## src/rtl/alu_share_arbiter.sv

```systemverilog
// Shares one single-cycle ALU between NUM_REQ requesters: round-robin grant, registered operands and response.
// Define ALU_ARB_FIXED_PRIO_EN for fixed priority (lowest index wins) instead of round-robin.
package alu_share_pkg;
    typedef enum logic [3:0] {
        i_ADD  = 4'd0,
        i_SUB  = 4'd1,
        i_AND  = 4'd2,
        i_OR   = 4'd3,
        i_XOR  = 4'd4,
        i_SLL  = 4'd5,
        i_SRL  = 4'd6,
        i_SRA  = 4'd7,
        i_SLT  = 4'd8,
        i_SLTU = 4'd9
    } alu_op_t;
endpackage

module alu_share_arbiter
    import alu_share_pkg::*;
#(
    parameter int NUM_REQ = 2,
    parameter int IDX_W   = $clog2(NUM_REQ)
) (
    input  logic                        clk,
    input  logic                        reset,
    input  logic [NUM_REQ-1:0]          req_valid,
    output logic [NUM_REQ-1:0]          req_ready,
    input  alu_op_t [NUM_REQ-1:0]       req_op,
    input  logic [NUM_REQ-1:0]          req_is_imm,
    input  logic [NUM_REQ-1:0][31:0]    req_rs1,
    input  logic [NUM_REQ-1:0][31:0]    req_rs2,
    input  logic [NUM_REQ-1:0][31:0]    req_imm,
    output logic [NUM_REQ-1:0]          rsp_valid,
    input  logic [NUM_REQ-1:0]          rsp_ready,
    output logic [31:0]                 rsp_data,
    output alu_op_t                     alu_op,
    output logic                        alu_is_imm,
    output logic [31:0]                 alu_rs1,
    output logic [31:0]                 alu_rs2,
    output logic [31:0]                 alu_imm,
    input  logic [31:0]                 alu_rd_data
);

    typedef enum logic [1:0] {IDLE, EXEC, RESP} state_t;

    state_t               state_reg;
    logic [IDX_W-1:0]     rr_ptr_reg;
    logic [IDX_W-1:0]     grant_reg;
    logic [NUM_REQ-1:0]   rsp_valid_reg;
    logic [31:0]          rsp_data_reg;
    alu_op_t              alu_op_reg;
    logic                 alu_is_imm_reg;
    logic [31:0]          alu_rs1_reg;
    logic [31:0]          alu_rs2_reg;
    logic [31:0]          alu_imm_reg;

    logic                 grant_found;
    logic [IDX_W-1:0]     grant_idx;
    logic [IDX_W:0]       scan_idx;
    logic [NUM_REQ-1:0]   grant_dec;

    // Scan upward from rr_ptr with wrap; first valid requester wins.
    always_comb begin
        grant_found = 1'b0;
        grant_idx   = '0;
        scan_idx    = '0;
        for (int k = 0; k < NUM_REQ; k++) begin
            scan_idx = {1'b0, rr_ptr_reg} + (IDX_W+1)'(k);
            if (scan_idx >= (IDX_W+1)'(NUM_REQ))
                scan_idx = scan_idx - (IDX_W+1)'(NUM_REQ);
            if (!grant_found && req_valid[scan_idx[IDX_W-1:0]]) begin
                grant_found = 1'b1;
                grant_idx   = scan_idx[IDX_W-1:0];
            end
        end
    end

    genvar gi;
    generate
        for (gi = 0; gi < NUM_REQ; gi++) begin : g_sel
            assign req_ready[gi] = (state_reg == IDLE) && !reset && grant_found
                                   && (grant_idx == IDX_W'(gi));
            assign grant_dec[gi] = (grant_reg == IDX_W'(gi));
        end
    endgenerate

`ifndef ALU_ARB_FIXED_PRIO_EN
    logic [IDX_W-1:0] rr_ptr_next;
    assign rr_ptr_next = (grant_idx == IDX_W'(NUM_REQ-1)) ? '0 : grant_idx + IDX_W'(1);
`endif

    always_ff @(posedge clk) begin
        if (reset) begin
            state_reg      <= IDLE;
            rr_ptr_reg     <= '0;
            grant_reg      <= '0;
            rsp_valid_reg  <= '0;
            rsp_data_reg   <= '0;
            alu_op_reg     <= i_ADD;
            alu_is_imm_reg <= 1'b0;
            alu_rs1_reg    <= '0;
            alu_rs2_reg    <= '0;
            alu_imm_reg    <= '0;
        end else begin
            case (state_reg)
                IDLE: begin
                    if (grant_found) begin
                        alu_op_reg     <= req_op[grant_idx];
                        alu_is_imm_reg <= req_is_imm[grant_idx];
                        alu_rs1_reg    <= req_rs1[grant_idx];
                        alu_rs2_reg    <= req_rs2[grant_idx];
                        alu_imm_reg    <= req_imm[grant_idx];
                        grant_reg      <= grant_idx;
`ifndef ALU_ARB_FIXED_PRIO_EN
                        rr_ptr_reg     <= rr_ptr_next;
`endif
                        state_reg      <= EXEC;
                    end
                end
                EXEC: begin
                    rsp_data_reg  <= alu_rd_data;
                    rsp_valid_reg <= grant_dec;
                    state_reg     <= RESP;
                end
                RESP: begin
                    if (rsp_ready[grant_reg]) begin
                        rsp_valid_reg <= '0;
                        state_reg     <= IDLE;
                    end
                end
                default: state_reg <= IDLE;
            endcase
        end
    end

    assign rsp_valid  = rsp_valid_reg;
    assign rsp_data   = rsp_data_reg;
    assign alu_op     = alu_op_reg;
    assign alu_is_imm = alu_is_imm_reg;
    assign alu_rs1    = alu_rs1_reg;
    assign alu_rs2    = alu_rs2_reg;
    assign alu_imm    = alu_imm_reg;

endmodule

```

## config.mk

```make
export PLATFORM = sky130hd
export DESIGN_NAME = alu_share_arbiter
export DESIGN_NICKNAME = d
export VERILOG_FILES = /design/src/rtl/alu_share_arbiter.sv
export SDC_FILE = /design/constraint.sdc
export NUM_CORES = 1
export LEC_CHECK = 0
export BUFFER_PORTS_ARGS = -buffer_cell sky130_fd_sc_hd__clkbuf_2
export CAP_MARGIN = 20
export CORE_AREA = 2 2 147 149
export CTS_CLUSTER_DIAMETER = 150
export CTS_CLUSTER_SIZE = 40
export DETAILED_ROUTE_END_ITERATION = 16
export DIE_AREA = 0 0 149 151
export PLACE_DENSITY = 0.67
export SYNTH_ARGS = -nofsm -noshare
export SYNTH_HDL_FRONTEND = slang
export SYNTH_SLANG_ARGS = --single-unit
```

## constraint.sdc

```tcl
create_clock -name clk -period 1.52 [get_ports clk]
set_input_delay 0.304 -clock clk [delete_from_list [all_inputs] [get_ports clk]]
set_output_delay 0.304 -clock clk [all_outputs]
set_load 0.01 [all_outputs]
```

# Yosys cells after proc, flatten, opt, wreduce, memory -nomap -nowiden
# Cells that the tools add are included.
dict set report classes {
  add_sub_neg 4
  order_cmp 6
  eq_ne 4
  mux 27
  n_bitwise 2
  n_reduce_logical 12
}
# op n
set ops {}
lappend ops {{32-bit 2-to-1 mux} 6}
lappend ops {{1-bit 2-to-1 mux} 15}
lappend ops {{1-bit by 2-bit less-than comparator with 1-bit output (second input constant)} 4}
lappend ops {{4-bit 2-to-1 mux} 2}
lappend ops {{2-bit case mux with 3 select lines} 1}
lappend ops {{2-bit AND reduction} 3}
lappend ops {{1-bit logical AND} 5}
lappend ops {{2-bit 2-to-1 mux} 2}
lappend ops {{2-bit != test (second input constant)} 2}
lappend ops {{2-bit case mux with 2 select lines} 1}
lappend ops {{1-bit by 1-bit adder with 2-bit output (second input constant)} 1}
lappend ops {{2-bit by 1-bit equality test with 1-bit output (second input constant)} 1}
lappend ops {{2-bit equality test (second input constant)} 1}
lappend ops {{1-bit by 2-bit greater-or-equal comparator with 1-bit output (second input constant)} 1}
lappend ops {{2-bit greater-or-equal comparator (second input constant)} 1}
lappend ops {{1-bit zero test} 2}
lappend ops {{2-bit zero test} 1}
lappend ops {{1-bit inverter} 2}
lappend ops {{2-bit nonzero test} 1}
lappend ops {{1-bit subtractor (second input constant)} 2}
lappend ops {{1-bit adder (second input constant)} 1}
dict set report word_totals {
  regBits 139
  out_inout_bits 137
  word_cells 65
}

# Longest topological paths before layout
dict set report depth {
  depth_word 10
  depth_mapped 7
}

# Worst setup path after synthesis
# No wires, ideal clock.
dict set report synth_timing {
  path_type {reg-to-reg}
  start {register state_reg[0]}
  end {register alu_imm_reg[10], in the netlist alu_imm[10]}
  setup_time_ps 122
  arrival_ps 1499
  required_time_ps 1398
  setup_slack_ps -101
  stages_incl_launch_ff 8
  n_path_buf 4
  cell_sequence {dfxtp_1 buf_4 or2_1 buf_6 buf_6 o21ba_4 buf_6 a221o_1}
}
dict set report synth_between {
  elab_chain_len 2
}
# item line
set synth_rtl {}
lappend synth_rtl {{from (decl)} 46} ;# state_t state_reg;
lappend synth_rtl {{from (signal assigned)} 94} ;# state_reg <= IDLE;
lappend synth_rtl {{from (signal assigned)} 117} ;# state_reg <= EXEC;
lappend synth_rtl {{from (signal assigned)} 123} ;# state_reg <= RESP;
lappend synth_rtl {{2-bit zero test} 105} ;# case (state_reg)
lappend synth_rtl {{2-bit AND reduction (no line)} --}
lappend synth_rtl {{to (signal assigned)} 112} ;# alu_imm_reg <= req_imm[grant_idx];
lappend synth_rtl {{to (decl)} 55} ;# logic [31:0] alu_imm_reg;
# No other way between the ends.
# A chain may end at the register's enable or synchronous reset.

# Worst setup path after layout
dict set report layout_timing {
  start {register state_reg[0]}
  end {output port req_ready[0]}
}
dict set report layout_between {
  elab_chain_len 4
}
# item line
set layout_rtl {}
lappend layout_rtl {{2-bit zero test} 81} ;# assign req_ready[gi] = (state_reg == IDLE) && !reset && grant_found
lappend layout_rtl {{1-bit logical AND (2 in series)} 81}
lappend layout_rtl {{1-bit logical AND} 82} ;# && (grant_idx == IDX_W'(gi));
lappend layout_rtl {{to (decl)} 27} ;# output logic [NUM_REQ-1:0] req_ready,
# No other way between the ends.

==> results.cfg <==
[run_status]
status = finished with violations
violations = negative setup slack

[setup_path]
cp-end-kind = output pin
required_ps = 1220
crit_chain = or3_4 -> nor2_4 -> buf_6
critPathKind = reg -> out
arrival_ps = 1380
slowest_delay_ps = 390
startpoint_type = flop
cp_max_fo = 3
crit_slowest_cell = or3_4

[layout]
syn_to_final_growth_pct = 54.1
seq_area_um2 = 2790
diodes = 0
n_fill_cell = 2102
num-nets-final = 1337
fin_cells = 1384
multi_input_area_um2 = 2740
drive_above_1_share_pct = 42.2

[floorplanning]
start_util_pct = 28.2
fp.dieW_um = 149
core_um2 = 20800
ioPinCount = 377
die_y_um = 151
rows = 53
dieArea_um2 = 22500

[route]
routed_wl_um = 24000
antenna_left = 0
drt-initial-drc-count = 462
drc = 0
vias = 7146
wl_per_cell_um = 17.3
viasPerCell = 5.16
firstDrtPassIters = 5

[grt]
grt_first_pass_wirelength_um = 34000
grt_usage_pct = 18.9
grt_start_max_net_pins = 90
grt_overflow = 0
grt_pass1_vias = 6541
antenna_found_initial = 0

[synthesis]
synth_edf_count = 0
yosysUniqueCellTypes = 30
synth.avg_cell_area_um2 = 7.89
synth.largest_area_cell = dfxtp_1
synth_area_leaders = dfxtp_1 (47%), nand3_1 (15%), a31oi_1 (9.5%)
synth.top_cells.by_count = nand3_1 (178), dfxtp_1 (139), o21ai_0 (90)
yosysWarnings = 0
yosysMostFrequentCell = nand3_1
synth_nets = 983
ys.flop_type = dfxtp_1
synth_top_area_share_pct = 47.5
synth-seq-cells = 139
synthCells = 743
synth_area_um2 = 5860
async_flop_share_pct = 0
yosysSeqAreaShare_pct = 47.5

[power_and_ir_drop]
combPwrFrac_pct = 22.3
switching_share_pct = 29.9
p_int_uw = 7640
p_sw_uw = 3250
seqPwrFrac_pct = 38.3
power_uw = 10900
p_leak_uw = 0.00404
ir_drop_uv = 629
power_frac_clock_pct = 39.5
p_per_area_nw_per_um2 = 1210

[place]
dp_cells = 1339
place_hpwl_um = 15700
port_buffers = 376
place.gp.congestion = 0.818

[cts]
cts_tree = built
cts_buffer_depth = 2
cts_buffers = 17
htreeDepth = 4
hold_buffers = 0
clock-sinks = 139
clkLatencyLatePin_ps = 410
cts_root_buffer = clkbuf_16
path_clk_slew_ps = 60

[sta]
post-route-min-period_ps = 1680
finClkSkew_ps = 8.98
slew_violations = 0
slew_headroom_pct = 71.2
tightest_slew_ps = 431
setup_viol = 2
layout_setup_ws_ps = -164
hold_viol = 0
rsz0062_at_grt = true
min_period_over_period_pct = 111
whs_ps = 103
fmax_ghz = 0.594

[min_path]
min_path_type = in -> reg

[run]
drv_cap = 0
## path summary, 6_finish.rpt
path | from | to | slack (ps) | cells past startpoint
worst max-delay path | state_reg[0] | req_ready[0] | -160 | 3
worst min-delay path | reset | rsp_data[28] | 100 | 2
worst max register to register | state_reg[0] | alu_is_imm | 30 | 5
worst min register to register | rsp_data[3] | rsp_data[3] | 450 | 2
## stage by stage
step	util [%]	area, um^2	setup slack, ps	TNS [ps]
5_1_grt	43.4	9030	-220	-495
3_5_place_dp	39.3	8190	4.00	0
3_3_place_gp	39.3	8190	26.6	0
6_report	43.4	9030	-164	-289
2_1_floorplan	-	5880	-81.3	-732
4_1_cts	42.4	8830	-194	-387
## worst max-delay path, delay by kind of cell, from the launching register on
family / cells / cell delay [ps]
simple gates: 2 / 500
flops: 1 / 360
buf+inv: 1 / 110
## layout make-up
type                            count  area share, %
Clock inverter                     12           1.84
Sequential cell                   139           30.9
Clock buffer                       19           4.79
Inverter                           12          0.499
Tap cell                          275           3.81
Timing Repair Buffer              422           27.8
Multi-Input combinational cell    505           30.3
## per-layer routing
metal  wire length, um  track usage [%]  vias up
met5                 0                0        -
li1                  -                -     3416
met1              9790             23.7     3308
met4               400             6.14        0
met2             11800             31.5      391
met3              2050             5.21       31
## repair_timing
| action | CTS | global route |
|---|---|---|
| gates cloned | 0 | 7 |
| endpoints found under the hold margin | 0 | 0 |
| setup endpoints to repair | 2 | 87 |
| buffers inserted | 3 | 4 |
| pin swaps | 3 | 4 |
| gates resized for setup | 8 | 28 |
## cells by family (layout without fill, tap and decap cells)
kind of cell,count (synthesis),count (layout),share of synthesized area (%)
simple gates,272,272,22.1
mux,1,1,0.171
compound gates,231,232,23.1
flops,139,139,47.5
buf+inv,100,465,7.13
## placed cells by master (no fill, tap or decap), drive strengths merged
cell      instances
nor4              1
a221oi            1
or3               1
nand2b            3
a221o            12
dfxtp           139
nand3b            2
or2               1
o21bai            1
a21o              1
nor3b             2
nor3             12
a31oi            89
o21ai            90
a21bo             1
inv              15
nor2              6
a21oi            34
a21boi            1
nor2b             1
nand2            64
clkinvlp          2
and3b             1
bufinv            3
buf              45
clkbuf          396
o21ba             2
clkinv            4
nand3           178
mux2i             1
## power by group through the flow
| stage | sequential (uW) | combinational [uW] | clock (uW) |
|---|---|---|---|
| after floorplan | 4360 | 990 | 0 |
| after global placement | 4230 | 2200 | 0 |
| after detailed placement | 4240 | 2210 | 0 |
| after CTS | 4170 | 2230 | 4390 |
| after global routing | 4200 | 2640 | 4570 |
| final | 4170 | 2430 | 4300 |
Note: power is estimated with default switching activity, not from simulation.
